File: config.mk
export PLATFORM = sky130hd
export DESIGN_NAME = time_keeper_flat
export DESIGN_NICKNAME = d
export VERILOG_FILES = /design/src/rtl/clock_pkg.sv /design/src/rtl/time_keeper_if.sv /design/src/rtl/bcd_digit.sv /design/src/rtl/time_keeper.sv /design/src/flat_wrapper.sv
export SDC_FILE = /design/constraint.sdc
export NUM_CORES = 1
export LEC_CHECK = 0
export CAP_MARGIN = 20
export CORE_ASPECT_RATIO = 0.9
export CORE_MARGIN = 2
export CORE_UTILIZATION = 49
export CTS_CLUSTER_DIAMETER = 80
export DETAILED_ROUTE_END_ITERATION = 10
export PLACE_DENSITY_LB_ADDON = 0.08
export SETUP_SLACK_MARGIN = 0.3
export SKIP_LAST_GASP = 1
export SYNTH_ARGS = -nofsm -noshare
export SYNTH_HDL_FRONTEND = slang
export SYNTH_SLANG_ARGS = --single-unit
File: constraint.sdc
create_clock -name clk -period 2 [get_ports clk]
set_input_delay 0.3 -clock clk [delete_from_list [all_inputs] [get_ports clk]]
set_output_delay 0.3 -clock clk [all_outputs]
set_load 0.05 [all_outputs]
File: src/rtl/clock_pkg.sv
// Shared digit limits, widths and helpers for the time_keeper core.
package clock_pkg;

  localparam int SEC_U_MAX       = 9;
  localparam int SEC_T_MAX       = 5;
  localparam int MIN_U_MAX       = 9;
  localparam int MIN_T_MAX       = 5;
  localparam int HRS_MAX_T       = 2;
  localparam int HRS_MAX_U_AT_T2 = 3;

  localparam int SEC_U_W = 4;
  localparam int SEC_T_W = 3;
  localparam int MIN_U_W = 4;
  localparam int MIN_T_W = 3;
  localparam int HRS_U_W = 4;
  localparam int HRS_T_W = 2;

  // Saturate a set digit to the largest legal value for its position.
  function automatic logic [3:0] clamp_digit(input logic [3:0] v, input logic [3:0] mx);
    return (v > mx) ? mx : v;
  endfunction

endpackage

File: src/rtl/time_keeper_if.sv
// Set-digit inputs from the button stage and running-time outputs to the display.
interface time_keeper_if;

  logic       set_mode;
  logic [3:0] set_mu;
  logic [2:0] set_mt;
  logic [3:0] set_hu;
  logic [1:0] set_ht;

  logic [3:0] sec_unit;
  logic [2:0] sec_tens;
  logic [3:0] min_unit;
  logic [2:0] min_tens;
  logic [3:0] hrs_unit;
  logic [1:0] hrs_tens;
  logic       tick_1hz;
  logic       day_wrap;

  modport master (
    output set_mode, set_mu, set_mt, set_hu, set_ht,
    input  sec_unit, sec_tens, min_unit, min_tens, hrs_unit, hrs_tens, tick_1hz, day_wrap
  );

  modport slave (
    input  set_mode, set_mu, set_mt, set_hu, set_ht,
    output sec_unit, sec_tens, min_unit, min_tens, hrs_unit, hrs_tens, tick_1hz, day_wrap
  );

endinterface

File: src/rtl/bcd_digit.sv
// One BCD digit with parallel load, increment, and wrap-to-zero carry at MAX.
module bcd_digit #(
  parameter int MAX = 9,
  parameter int W   = 4
) (
  input  logic         clk,
  input  logic         rst,
  input  logic         inc,
  input  logic         load,
  input  logic [W-1:0] load_val,
  output logic [W-1:0] q,
  output logic         carry
);

  logic [W-1:0] q_d, q_q;

  // Next digit value: load wins over increment.
  always_comb begin
    q_d = q_q;
    if (load) begin
      q_d = load_val;
    end else if (inc) begin
      q_d = (q_q == W'(MAX)) ? '0 : q_q + 1'b1;
    end
  end

  // Digit register with synchronous reset.
  always_ff @(posedge clk) begin
    if (rst) q_q <= '0;
    else     q_q <= q_d;
  end

  assign q     = q_q;
  assign carry = inc && (q_q == W'(MAX));

endmodule

File: src/rtl/time_keeper.sv
// 24 h BCD time-of-day core: 1 Hz prescaler, seconds/minutes digit cascade,
// joint hour wrap at 23, and a synchronised set mode that loads HH:MM.
module time_keeper
  import clock_pkg::*;
#(
  parameter int TICK_DIV = 50_000_000
) (
  input logic          clk,
  input logic          rst,
  time_keeper_if.slave tk
);

  localparam int            PW       = (TICK_DIV > 1) ? $clog2(TICK_DIV) : 1;
  localparam logic [PW-1:0] PRE_LAST = PW'(TICK_DIV - 1);

  logic          sync1_d, sync1_q;
  logic          set_s_d, set_s_q;
  logic [PW-1:0] pre_d, pre_q;
  logic          tick_d, tick_q;
  logic          wrap_d, wrap_q;
  logic [3:0]    hrs_u_d, hrs_u_q;
  logic [1:0]    hrs_t_d, hrs_t_q;

  logic tick_now;
  logic su_c, st_c, mu_c, mt_c;
  logic set_hrs_bad;
  logic at_23;

  assign tick_now = !set_s_q && (pre_q == PRE_LAST);

  bcd_digit #(.MAX(SEC_U_MAX), .W(SEC_U_W)) u_sec_u (
    .clk(clk), .rst(rst), .inc(tick_now), .load(set_s_q), .load_val('0),
    .q(tk.sec_unit), .carry(su_c));

  bcd_digit #(.MAX(SEC_T_MAX), .W(SEC_T_W)) u_sec_t (
    .clk(clk), .rst(rst), .inc(su_c), .load(set_s_q), .load_val('0),
    .q(tk.sec_tens), .carry(st_c));

  bcd_digit #(.MAX(MIN_U_MAX), .W(MIN_U_W)) u_min_u (
    .clk(clk), .rst(rst), .inc(st_c), .load(set_s_q),
    .load_val(clamp_digit(tk.set_mu, 4'(MIN_U_MAX))),
    .q(tk.min_unit), .carry(mu_c));

  bcd_digit #(.MAX(MIN_T_MAX), .W(MIN_T_W)) u_min_t (
    .clk(clk), .rst(rst), .inc(mu_c), .load(set_s_q),
    .load_val(3'(clamp_digit({1'b0, tk.set_mt}, 4'(MIN_T_MAX)))),
    .q(tk.min_tens), .carry(mt_c));

  // Any hour setting above 23, or a non-BCD unit digit, saturates to 23.
  assign set_hrs_bad = (tk.set_hu > 4'd9) || (tk.set_ht > 2'(HRS_MAX_T)) ||
                       ((tk.set_ht == 2'(HRS_MAX_T)) && (tk.set_hu > 4'(HRS_MAX_U_AT_T2)));
  assign at_23 = (hrs_t_q == 2'(HRS_MAX_T)) && (hrs_u_q == 4'(HRS_MAX_U_AT_T2));

  // Next-state for synchroniser, prescaler, hours and the two pulse outputs.
  always_comb begin
    sync1_d = tk.set_mode;
    set_s_d = sync1_q;
    pre_d   = pre_q;
    tick_d  = 1'b0;
    wrap_d  = 1'b0;
    hrs_u_d = hrs_u_q;
    hrs_t_d = hrs_t_q;
    if (set_s_q) begin
      pre_d   = '0;
      hrs_t_d = set_hrs_bad ? 2'(HRS_MAX_T)       : tk.set_ht;
      hrs_u_d = set_hrs_bad ? 4'(HRS_MAX_U_AT_T2) : tk.set_hu;
    end else begin
      pre_d  = tick_now ? '0 : pre_q + 1'b1;
      tick_d = tick_now;
      if (mt_c) begin
        if (at_23) begin
          hrs_t_d = '0;
          hrs_u_d = '0;
          wrap_d  = 1'b1;
        end else if (hrs_u_q == 4'd9) begin
          hrs_u_d = '0;
          hrs_t_d = hrs_t_q + 1'b1;
        end else begin
          hrs_u_d = hrs_u_q + 1'b1;
        end
      end
    end
  end

  // Control and hour registers; reset overrides set mode and rollover.
  always_ff @(posedge clk) begin
    if (rst) begin
      sync1_q <= 1'b0;
      set_s_q <= 1'b0;
      pre_q   <= '0;
      tick_q  <= 1'b0;
      wrap_q  <= 1'b0;
      hrs_u_q <= '0;
      hrs_t_q <= '0;
    end else begin
      sync1_q <= sync1_d;
      set_s_q <= set_s_d;
      pre_q   <= pre_d;
      tick_q  <= tick_d;
      wrap_q  <= wrap_d;
      hrs_u_q <= hrs_u_d;
      hrs_t_q <= hrs_t_d;
    end
  end

  assign tk.hrs_unit = hrs_u_q;
  assign tk.hrs_tens = hrs_t_q;
  assign tk.tick_1hz = tick_q;
  assign tk.day_wrap = wrap_q;

endmodule

File: src/flat_wrapper.sv
// flat-port wrapper written by rule: the top's interface ports become plain ports
module time_keeper_flat import clock_pkg::*;
#(
  parameter int TICK_DIV = 50_000_000
)
  (clk, rst, tk_set_mode, tk_set_mu, tk_set_mt, tk_set_hu, tk_set_ht, tk_sec_unit, tk_sec_tens, tk_min_unit, tk_min_tens, tk_hrs_unit, tk_hrs_tens, tk_tick_1hz, tk_day_wrap);
  time_keeper_if tk_i ();
  input logic clk;
  input logic rst;
  input wire logic [$bits(tk_i.set_mode)-1:0] tk_set_mode;
  input wire logic [$bits(tk_i.set_mu)-1:0] tk_set_mu;
  input wire logic [$bits(tk_i.set_mt)-1:0] tk_set_mt;
  input wire logic [$bits(tk_i.set_hu)-1:0] tk_set_hu;
  input wire logic [$bits(tk_i.set_ht)-1:0] tk_set_ht;
  output wire logic [$bits(tk_i.sec_unit)-1:0] tk_sec_unit;
  output wire logic [$bits(tk_i.sec_tens)-1:0] tk_sec_tens;
  output wire logic [$bits(tk_i.min_unit)-1:0] tk_min_unit;
  output wire logic [$bits(tk_i.min_tens)-1:0] tk_min_tens;
  output wire logic [$bits(tk_i.hrs_unit)-1:0] tk_hrs_unit;
  output wire logic [$bits(tk_i.hrs_tens)-1:0] tk_hrs_tens;
  output wire logic [$bits(tk_i.tick_1hz)-1:0] tk_tick_1hz;
  output wire logic [$bits(tk_i.day_wrap)-1:0] tk_day_wrap;
  assign tk_i.set_mode = tk_set_mode;
  assign tk_i.set_mu = tk_set_mu;
  assign tk_i.set_mt = tk_set_mt;
  assign tk_i.set_hu = tk_set_hu;
  assign tk_i.set_ht = tk_set_ht;
  assign tk_sec_unit = tk_i.sec_unit;
  assign tk_sec_tens = tk_i.sec_tens;
  assign tk_min_unit = tk_i.min_unit;
  assign tk_min_tens = tk_i.min_tens;
  assign tk_hrs_unit = tk_i.hrs_unit;
  assign tk_hrs_tens = tk_i.hrs_tens;
  assign tk_tick_1hz = tk_i.tick_1hz;
  assign tk_day_wrap = tk_i.day_wrap;
  time_keeper #(.TICK_DIV(TICK_DIV)) u_core (.clk(clk), .rst(rst), .tk(tk_i));
endmodule
### Yosys cells after proc, flatten, opt, wreduce, memory -nomap -nowiden

Index checks and enable logic that the tools add are counted.

| word-level totals | value |
|---|---|
| word-level logic and storage cells | 72 |
| register bits | 50 |
| bits of input ports | 16 |
| output and inout port bits | 22 |

| operators by class | value |
|---|---|
| equal/unequal tests | 9 |
| multiplexer cells | 21 |
| $lt $le $gt $ge | 5 |
| reduce and logical (&&, ||, !) cells | 18 |
| add/subtract/negate cells | 7 |
| bitwise gates (word level) | 1 |

Operators by type and width:

| kind | number |
|---|---|
| $mux 4 | 10 |
| $add 26x1->26 const B | 1 |
| $eq 26x26->1 const B | 1 |
| $mux 3 | 5 |
| $add 4x1->4 const B | 3 |
| $eq 4x4->1 const B | 3 |
| $mux 2 | 5 |
| $gt 4x4->1 const B | 2 |
| $logic_and 1x1->1 | 7 |
| $add 3x1->3 const B | 2 |
| $eq 3x3->1 const B | 2 |
| $reduce_bool 2->1 | 3 |
| $reduce_or 3->1 | 2 |
| $eq 2x2->1 const B | 2 |
| $eq 4x2->1 const B | 1 |
| $gt 4x2->1 const B | 1 |
| $gt 3x3->1 const B | 1 |
| $reduce_bool 3->1 | 1 |
| $add 2x1->2 const B | 1 |
| $gt 2x2->1 const B | 1 |
| $logic_or 1x1->1 | 2 |
| $reduce_and 2->1 | 1 |
| $reduce_or 2->1 | 1 |
| $logic_not 1->1 | 1 |
| 2 further kinds | 2 |

### Depth between registers and ports, before layout

Gate-level depths: netlist of the first run.

| logic depth | value |
|---|---|
| word-level depth | 8 |
| gate-level depth with buffers | 8 |
| depth with buffers taken out | 6 |

### Hierarchy

From an unflattened synthesis of the first run, not the netlist that was laid out.

| second synthesis, totals | value |
|---|---|
| cells, all modules | 308 |
| area, all modules | 2620.0 µm² |

By module, submodules not included:

| module | sequential area each (µm²) | area each (µm²) | instances | cells each |
|---|---|---|---|---|
| time_keeper | 720.7 | 1786.7 | 1 | 220 |
| bcd_digit (u_core.u_min_u ...) | 80.1 | 245.2 | 2 | 28 |
| bcd_digit (u_core.u_min_t ...) | 60.1 | 171.4 | 2 | 16 |

### Worst setup path before layout of the first run

No wires, ideal clock.

| timing path | value |
|---|---|
| kind | register to register |
| start point | reg u_core.u_min_u.q_q[0], in the netlist u_core.u_min_u.q[0] |
| end point | reg u_core.hrs_t_q[0], in the netlist u_core.tk.hrs_tens[0] |
| setup time | 0.121 ns |
| buffers on the path | 0 |
| path slack | -0.172 ns |
| cell stages (with the launch flop) | 6 |
| required time | 1.879 ns |
| period minus slack after synthesis | 2.172 ns |
| arrival time | 2.052 ns |
| cells stage by stage | dfxtp_1 > nand4bb_1 > nor4_2 > and4_1 > a31o_2 > mux2_2 |

| on the way | value |
|---|---|
| longest elaborated chain between the ends | 5 |

Ends and longest elaborated chain:

| what | line | source |
|---|---|---|
| from (decl) | bcd_digit.sv:15 | `logic [W-1:0] q_d, q_q;` |
| from (signal assigned) | bcd_digit.sv:30 | `else q_q <= q_d;` |
| $eq 4x4->1 | bcd_digit.sv:34 | `assign carry = inc && (q_q == W'(MAX));` |
| $logic_and 1x1->1 (2 in a row) | bcd_digit.sv:34 |  |
| $reduce_bool 2->1 (no line) | n/a |  |
| $reduce_and 2->1 (no line) | n/a |  |
| to (signal assigned) | time_keeper.sv:102 | `hrs_t_q <= hrs_t_d;` |
| to (decl) | time_keeper.sv:22 | `logic [1:0] hrs_t_d, hrs_t_q;` |

Every way passes these cells.
A chain may end at the register's enable or synchronous reset.

### Final worst setup path of the first run

| timing path | value |
|---|---|
| start point | reg u_core.pre_q[18] |
| end point | reg u_core.hrs_t_q[1], in the netlist u_core.tk.hrs_tens[1] |

| on the way | value |
|---|---|
| longest elaborated chain between the ends | 8 |

Ends and longest elaborated chain:

| what | line | source |
|---|---|---|
| from (decl) | time_keeper.sv:18 | `logic [PW-1:0] pre_d, pre_q;` |
| from (signal assigned) | time_keeper.sv:98 | `pre_q <= pre_d;` |
| $eq 26x26->1 | time_keeper.sv:29 | `assign tick_now = !set_s_q && (pre_q == PRE_LAST);` |
| $logic_and 1x1->1 | time_keeper.sv:29 |  |
| $logic_and 1x1->1 (4 in a row) | bcd_digit.sv:34 |  |
| $reduce_bool 2->1 (no line) | n/a |  |
| $reduce_and 2->1 (no line) | n/a |  |

Every way passes these cells.

==> results of run 1 <==
routing by layer:
metal | share of wire | up-vias | track usage
li1 | - | 1224 | -
met1 | 0.52 | 1110 | 0.304
met2 | 0.43 | 41 | 0.306
met3 | 0.043 | 5 | 0.0376
met4 | 0.0097 | 0 | 0.0630
met5 | 0 | - | 0
registers in the layout, summed over array words and instances (netlist names):
| name | flops |
|---|---|
| u_core.tk.hrs_tens | 2 |
| u_core.tk.tick_1hz | 1 |
| u_core.u_min_t.q | 3 |
| u_core.tk.hrs_unit | 4 |
| u_core.set_s_q | 1 |
| u_core.pre_q | 26 |
| u_core.set_s_d | 1 |
| u_core.u_sec_t.q | 3 |
| u_core.u_min_u.q | 4 |
| u_core.tk.day_wrap | 1 |
| u_core.u_sec_u.q | 4 |
cells by family (layout without fill, tap and decap cells):
logic type | Yosys count | after routing | synth area share
mux | 8 | 8 | 0.0316
simple gates | 158 | 158 | 0.352
fa+ha+maj | 1 | 1 | 0.00465
compound gates | 37 | 37 | 0.0976
buf+inv | 27 | 86 | 0.0446
xor+xnor | 30 | 30 | 0.0976
flops | 50 | 50 | 0.372
worst max-delay path, delay by kind of cell (launching register included):
kind / cells / cell delay (ps)
AND/OR/NAND/NOR: 3 / 760
flip-flops: 1 / 370
AO/OA/AOI/OAI: 1 / 180
multiplexers: 1 / 320
cell type report:
type	count	share of cell area
inverter	12	0.0123
multi-input combinational	234	0.474
sequential	50	0.296
clock buffer	8	0.0303
tap	67	0.0228
timing repair buffer	66	0.165
power groups by stage:
stage / sequential [uW] / clock [uW] / combinational, uW
after floorplan: 1080 / 0 / 88.6
after global placement: 1050 / 0 / 199
after detailed placement: 1050 / 0 / 201
after CTS: 1020 / 714 / 205
after global routing: 1030 / 758 / 234
final: 1020 / 697 / 217
synthesized netlist by cell type, types with 3 or more instances:
cell type,number
sky130_fd_sc_hd__nand2_1,16
sky130_fd_sc_hd__a21oi_1,8
sky130_fd_sc_hd__and2_1,3
sky130_fd_sc_hd__o21ai_0,6
sky130_fd_sc_hd__inv_1,12
sky130_fd_sc_hd__and3_1,5
sky130_fd_sc_hd__nor2_1,49
sky130_fd_sc_hd__o21a_1,3
sky130_fd_sc_hd__dfxtp_1,50
sky130_fd_sc_hd__nand2b_1,3
sky130_fd_sc_hd__xor2_1,11
sky130_fd_sc_hd__and4_1,6
sky130_fd_sc_hd__nor2b_1,8
sky130_fd_sc_hd__nor4_2,3
sky130_fd_sc_hd__nor3_1,15
sky130_fd_sc_hd__xnor2_1,19
sky130_fd_sc_hd__nand3_1,14
sky130_fd_sc_hd__nand4_1,9
sky130_fd_sc_hd__mux2_2,3
sky130_fd_sc_hd__nor3b_1,5
sky130_fd_sc_hd__buf_2,5
sky130_fd_sc_hd__clkbuf_1,7
sky130_fd_sc_hd__a211oi_1,3
sky130_fd_sc_hd__o31ai_1,3
sky130_fd_sc_hd__and3b_1,3
sky130_fd_sc_hd__mux2i_1,4
timing repair:
item,4_1_cts,5_1_grt
hold buffers,0,0
cloned,0,1
gates resized for setup,53,20
pin swaps,11,10
buffers inserted,9,7
setup endpoints to repair,58,39
final timing paths:
kind / start / cells after the start / slack (ps) / end
max: u_core.pre_q[18] / 5 / 260 / u_core.tk.hrs_tens[1]
min: u_core.set_s_d / 1 / 440 / u_core.set_s_q
max reg2reg: u_core.pre_q[18] / 5 / 260 / u_core.tk.hrs_tens[1]
min reg2reg: u_core.set_s_d / 1 / 440 / u_core.set_s_q
through the flow:
step           cells  total power (uW)
6_report         437              1940
5_1_grt          437              2020
4_1_cts          429              1940
3_5_place_dp     412              1250
3_3_place_gp     412              1250
2_1_floorplan    311              1170
==> summary.md, run 1 <==
Endpoint required time on the critical path: 2200 ps. After detailed routing, the average wire length per cell comes to 14.0 um. In this run the remaining antenna-violating nets after routing total 0.

For this design the total switching power over the nets is 483 uW. The clock net sink count was 50. For the CTS H-tree depth, the log shows 2. Worst slew margin relative to its limit: 0.629. After synthesis, the cell types taking the most area are sky130_fd_sc_hd__dfxtp_1 37%, sky130_fd_sc_hd__nor2_1 6.8%, sky130_fd_sc_hd__xnor2_1 6.2%. The sequential cell area fraction in the yosys report came out at 0.372. sky130_fd_sc_hd__dfxtp_1 takes more of the synthesized area than any other cell. TritonCTS built the clock tree. After detailed placement, the total cell area comes to 3280 um2. The logs give 0.206 for the aggregate global-route resource usage and 0 for the count of inserted antenna diode cells.

The path type of the worst setup path is flop to flop. The net switching fraction of the power was 0.249. The slowest cell on the critical path is sky130_fd_sc_hd__dfxtp_4. In this run, synthesis produced a sequential element count of 50. Setup violations remaining at the end of the flow were counted as 0. The utilization after layout is 0.695. The number of failing hold endpoints at the final stage is 0, and the design internal power is 1460 uW. Clock-pin slew on the worst setup and hold paths: 90 ps. For this run, design rule violations remaining after detail routing come to 0.

The async set or reset register ratio after synthesis was 0. The region available for standard cell placement spans 5290 um2. Setup slack on the critical path of the routed design comes to 260 ps.

The area of the mapped netlist is 2690 um2. Of all nets on the critical path, the largest fanout is 5. For the pin with the worst max-slew slack, the measured transition is 554 ps. The wire length of the first global-routing pass was 9820 um.

The pre-CTS setup slack is 122 ps, and the number of enable-type register cells in the synthesized netlist is 0. Leaving out fill and tap cells, the most frequent cell in the layout is sky130_fd_sc_hd__nor2_1. The flow ran to the end, and the final reports show no timing, DRC or antenna violations. In this run, CTS created clock tree buffers numbering 5.

The filler cells instantiated in the layout total 425. The final sum of negative setup slack was 0 ps; the total count of max-transition violations in the final report was 0. The share of the cycle needed by the critical path after routing works out to 0.870.

Counting along the longest clock path gives a buffer depth of 2. The finished cells cover 3670 um2. Weighted congestion reported at the end of routability-driven placement: 0.755. The layout net count is 386. Sum of routed wire length over all layers: 6100 um. In this design, the stage delay of the slowest critical-path cell is 370 ps. The main flop type after synthesis was sky130_fd_sc_hd__dfxtp_1. The portion of total power attributed to combinational logic was 0.112; the number of cells produced by synthesis was 311. The portion of synthesized cell area occupied by the leading cell type works out to 0.372.

The share of post-route cells with drive strength above 1 came out at 0.292. In the final layout, flip-flops and latches occupy 1090 um2. The worst setup path is launched from a flop. The distinct cell type count after synthesis is 56, and the number of ports placed on the die boundary is 38.

The via count of the first global-routing pass came out at 2156. The clock root buffer master is sky130_fd_sc_hd__clkbuf_8. The initial core utilization is 0.509, and the area taken by multi-input logic gates is 1740 um2.

The die footprint came out at 6100 um2. The width of the die is 82.1 um, and the maximum achievable frequency is 575 MHz. Setup repair after global routing could not meet its margin everywhere. The wire-length estimate of the detail-placed layout is 4280 um.

For the violation count after the first detailed-route iteration, the log shows 79. The type of destination of the critical path is a flop. In this run the core area contains 25 standard-cell rows. Hold timing on the final database bottoms out at a slack of 443 ps. Walking the worst path, the cells encountered are nor4b_4, nand4_4, nor2_4, a31o_4, mux2_2.

The initial antenna violation count came out at 0. The worst supply voltage drop on vdd was 0.371 mV; the via-per-instance ratio was 5.45. For the final setup skew, the log shows 5.34 ps. Number of max-capacitance violations reported: 0.

Dividing the synthesized area by the synthesized cell count gives 8.65 um2. Summed over all cells, the static leakage comes to 0.00146 uW. When the netlist entered floorplanning its net count stood at 328. The run gives 1940 ps as the data arrival time of the worst path. In this run the tool buffered the top-level ports with 37 buffer cells.

Entering global routing, the biggest net connects 24 pins. Worst hold-check path type: flop to flop. The library cells used most frequently in the layout, excluding fill and tap cells, are 48 x sky130_fd_sc_hd__nor2_1, 23 x sky130_fd_sc_hd__buf_4, 22 x sky130_fd_sc_hd__dlygate4sd2_1, 19 x sky130_fd_sc_hd__xnor2_1. The latest clock arrival within the worst-skew pair was 300 ps. The iteration count of the initial detailed-routing pass was 4; the portion of total power attributed to the clock network was 0.360. The area added between synthesis and finish works out to 36.4%. The power per unit of standard cell area is 528 nW/um2. Detailed routing inserted a total of 2380 vias. During synthesis, Yosys emitted a total of 0 warnings. The proportion of power drawn by flip-flops and latches is 0.528, and the die span in y is 74.3 um. Subtracting the final worst setup slack from the clock period gives 1740 ps.

The total overflow left after global routing is 0.
No activity file was read; power rests on OpenSTA's default activity.
==> inputs of run 2 (changes only) <==
--- a/config.mk
+++ b/config.mk
@@ -12,7 +12,6 @@
 export CTS_CLUSTER_DIAMETER = 80
 export DETAILED_ROUTE_END_ITERATION = 10
 export PLACE_DENSITY_LB_ADDON = 0.08
-export SETUP_SLACK_MARGIN = 0.3
 export SKIP_LAST_GASP = 1
 export SYNTH_ARGS = -nofsm -noshare
 export SYNTH_HDL_FRONTEND = slang
==> summary.md, run 2 (synthesis results as in run 1) <==
The run finished with clean final reports. For the worst slew margin relative to its limit, the log shows 0.570. Clock-pin slew was measured on the worst setup and hold paths at 90 ps. Aggregate global-route resource usage: 0.206.

The tools report the nature of the critical path startpoint as a flop. The routing usage on met1 is 0.300, and the clock tree buffer depth is 2. The congestion estimate from routability-driven global placement came to 0.827. For this run, the slowest stage of the critical path takes 860 ps. The share of the cycle needed by the critical path after routing is 0.971, and the total count of max-transition violations in the final report is 0. The detail-routed net length per standard cell works out to 14.1 um. For the core area, the log shows 5290 um2.

The layout net count is 378. The tree is rooted in a sky130_fd_sc_hd__clkbuf_8. Dividing the detail-routed via count by the number of cells gives 5.47. The tool flagged a number of max-cap violations equal to 0. From synthesis to final layout, the design area changed by 26.9%. TritonCTS built the clock tree. 38 I/O pins were placed. Dividing total power by cell area gives a power density of 613 nW/um2.

The number of post-CTS setup repair buffers is 0. The largest individual stage delay along the critical path comes from the cell sky130_fd_sc_hd__clkdlybuf4s50_1. The run gives 6100 um2 as the die footprint.

The path type of the worst setup path was flop to output port. The critical path's top delay family was buffers and inverters. The hold slack was 444 ps.

The total overflow left after global routing is 0. The met2 demand-to-capacity share in global routing is 0.316, and the maximum number of pins on one net before global-route repair is 24. Data arrives at the worst endpoint at 1640 ps. In the final timing run, aggregate negative setup slack is 0 ps. After global routing, the most crowded layer is met2. The wire-length estimate of the detail-placed layout is 4420 um. The number of routed nets with antenna violations is 0.

The commonest non-fill, non-tap cell in the layout is sky130_fd_sc_hd__nor2_1. The least setup slack across all paths after layout is 57.0 ps, and the width of the die is 82.1 um. The repair_antennas step left the layout with diodes totalling 0. The number of failing hold endpoints at the final stage is 0, and the number of port buffers is 37. On the final layout, the worst clock skew is 10.1 ps. The first TritonRoute pass finished after 4 iterations. IR analysis of the VDD net gives a maximum drop of 0.392 mV. Total CTS buffers: 5. The worst-path maximum fanout works out to 6. The design draws 2090 uW. For the pin with the worst max-slew slack, the measured transition is 643 ps.

Traced cell by cell, the critical path runs through clkdlybuf4s50_1. The run gives 0 as the total setup violations reported at the end of the flow. Total of hold buffers inserted after clock tree synthesis: 0.

Share of post-route cells with drive strength above 1: 0.155. After floorplanning, the core was divided into 25 placement rows. Before CTS, the worst setup slack after placement is 154 ps. For this block, the initial DRC count from the detailed router was 83.

The buffer and inverter count on the worst path was 1. For the via count of the first global-routing pass, the log shows 2114. Measured along the y axis, the die boundary spans 74.3 um. The minimum clock period works out to 1940 ps.

The maximum achievable frequency came out at 515 MHz. Wires add up to 6040 um. In this run the static leakage power is 0.00127 uW. The met3 usage is 0.0400. Initial core utilization: 0.509.

The CTS H-tree depth is 2. At the worst endpoint, the required time is 1700 ps. The register with the most flip-flops in the layout has 26 of them. Register name with the most flops: u_core.pre_q. The path class of the tightest hold or removal check is flop to flop. The post-place instance area was 3270 um2. The initial antenna violation count came out at 0. The tools report the total number of vias as 2347. Type of destination of the critical path: an output port.

The wire length of the first global-routing pass came out at 9850 um. For this run, design rule violations remaining after detail routing come to 0. Setup repair after global routing left no endpoint under its margin. For the latest clock arrival within the worst-skew pair, the log shows 300 ps.

The run gives 3420 um2 as the area of all placed cells without fillers. In the layout the commonest cells are 49 x sky130_fd_sc_hd__nor2_1, 43 x sky130_fd_sc_hd__dfxtp_1, 36 x sky130_fd_sc_hd__clkdlybuf4s50_1, 20 x sky130_fd_sc_hd__buf_4, 19 x sky130_fd_sc_hd__xnor2_1. The clock net in this run drives a total of 50 sinks.
[run 2: cell count changes in the layout (fill, tap and decap cells not counted), sizes merged]
cell           previous run  this run
buf                      28        21
clkbuf                    9         5
dlygate4sd2              22         0
bufinv                    0         2
clkdlybuf4s50            15        36
dlymetal6s2s              0         1
clkinv                    0         1
[run 2: report_power, final]
| group | internal (uW) | switching [uW] | leakage (uW) |
|---|---|---|---|
| registers | 1010 | 26.6 | 0.000408 |
| clock network | 501 | 350 | 0.0000683 |
| logic | 95.6 | 109 | 0.000791 |
[run 2: timing repair]
action,4_1_cts,5_1_grt
endpoints found under the hold margin,0,0
gates resized for setup,0,2
setup endpoints to repair,0,4
[run 2: worst reg2reg max path: stages (launching register included)]
cell	delay, ps
sky130_fd_sc_hd__dfxtp_1	390
sky130_fd_sc_hd__nor4b_4	360
sky130_fd_sc_hd__nand4_4	190
sky130_fd_sc_hd__nor4_4	450
sky130_fd_sc_hd__buf_4	190
sky130_fd_sc_hd__o21ai_0	70
sky130_fd_sc_hd__o41ai_1	90
[run 2: final cells by class]
| class | instances | area [um2] |
|---|---|---|
| fill | 452 | 1870 |
| multi-input combinational | 234 | 1600 |
| sequential | 50 | 1010 |
| timing repair buffer | 58 | 543 |
| tap | 67 | 83.8 |
| clock buffer | 5 | 68.8 |
| clock inverter | 3 | 68.8 |
| inverter | 12 | 45.0 |
[run 2: path summary, 6_finish.rpt]
kind | startpoint | end | slack (ps) | depth (start not counted)
setup / recovery | u_core.u_sec_t.q[1] | tk_sec_tens[1] | 60 | 1
hold reg to reg | u_core.set_s_d | u_core.set_s_q | 440 | 1
hold / removal | u_core.set_s_d | u_core.set_s_q | 440 | 1
setup reg to reg | u_core.pre_q[7] | u_core.u_min_t.q[1] | 160 | 6
[run 2: metal layers]
metal / routed length, um / part of all wire / vias up
li1: - / - / 1206
met4: 48 / 0.0079 / 0
met5: 0 / 0 / -
met3: 255 / 0.042 / 4
met1: 3160 / 0.52 / 1094
met2: 2570 / 0.43 / 43
[run 2: through the flow]
| step | instances | util |
|---|---|---|
| after floorplan | 311 | - |
| after global placement | 421 | 0.619 |
| after detailed placement | 421 | 0.619 |
| after CTS | 429 | 0.645 |
| after global routing | 429 | 0.646 |
| final | 429 | 0.646 |
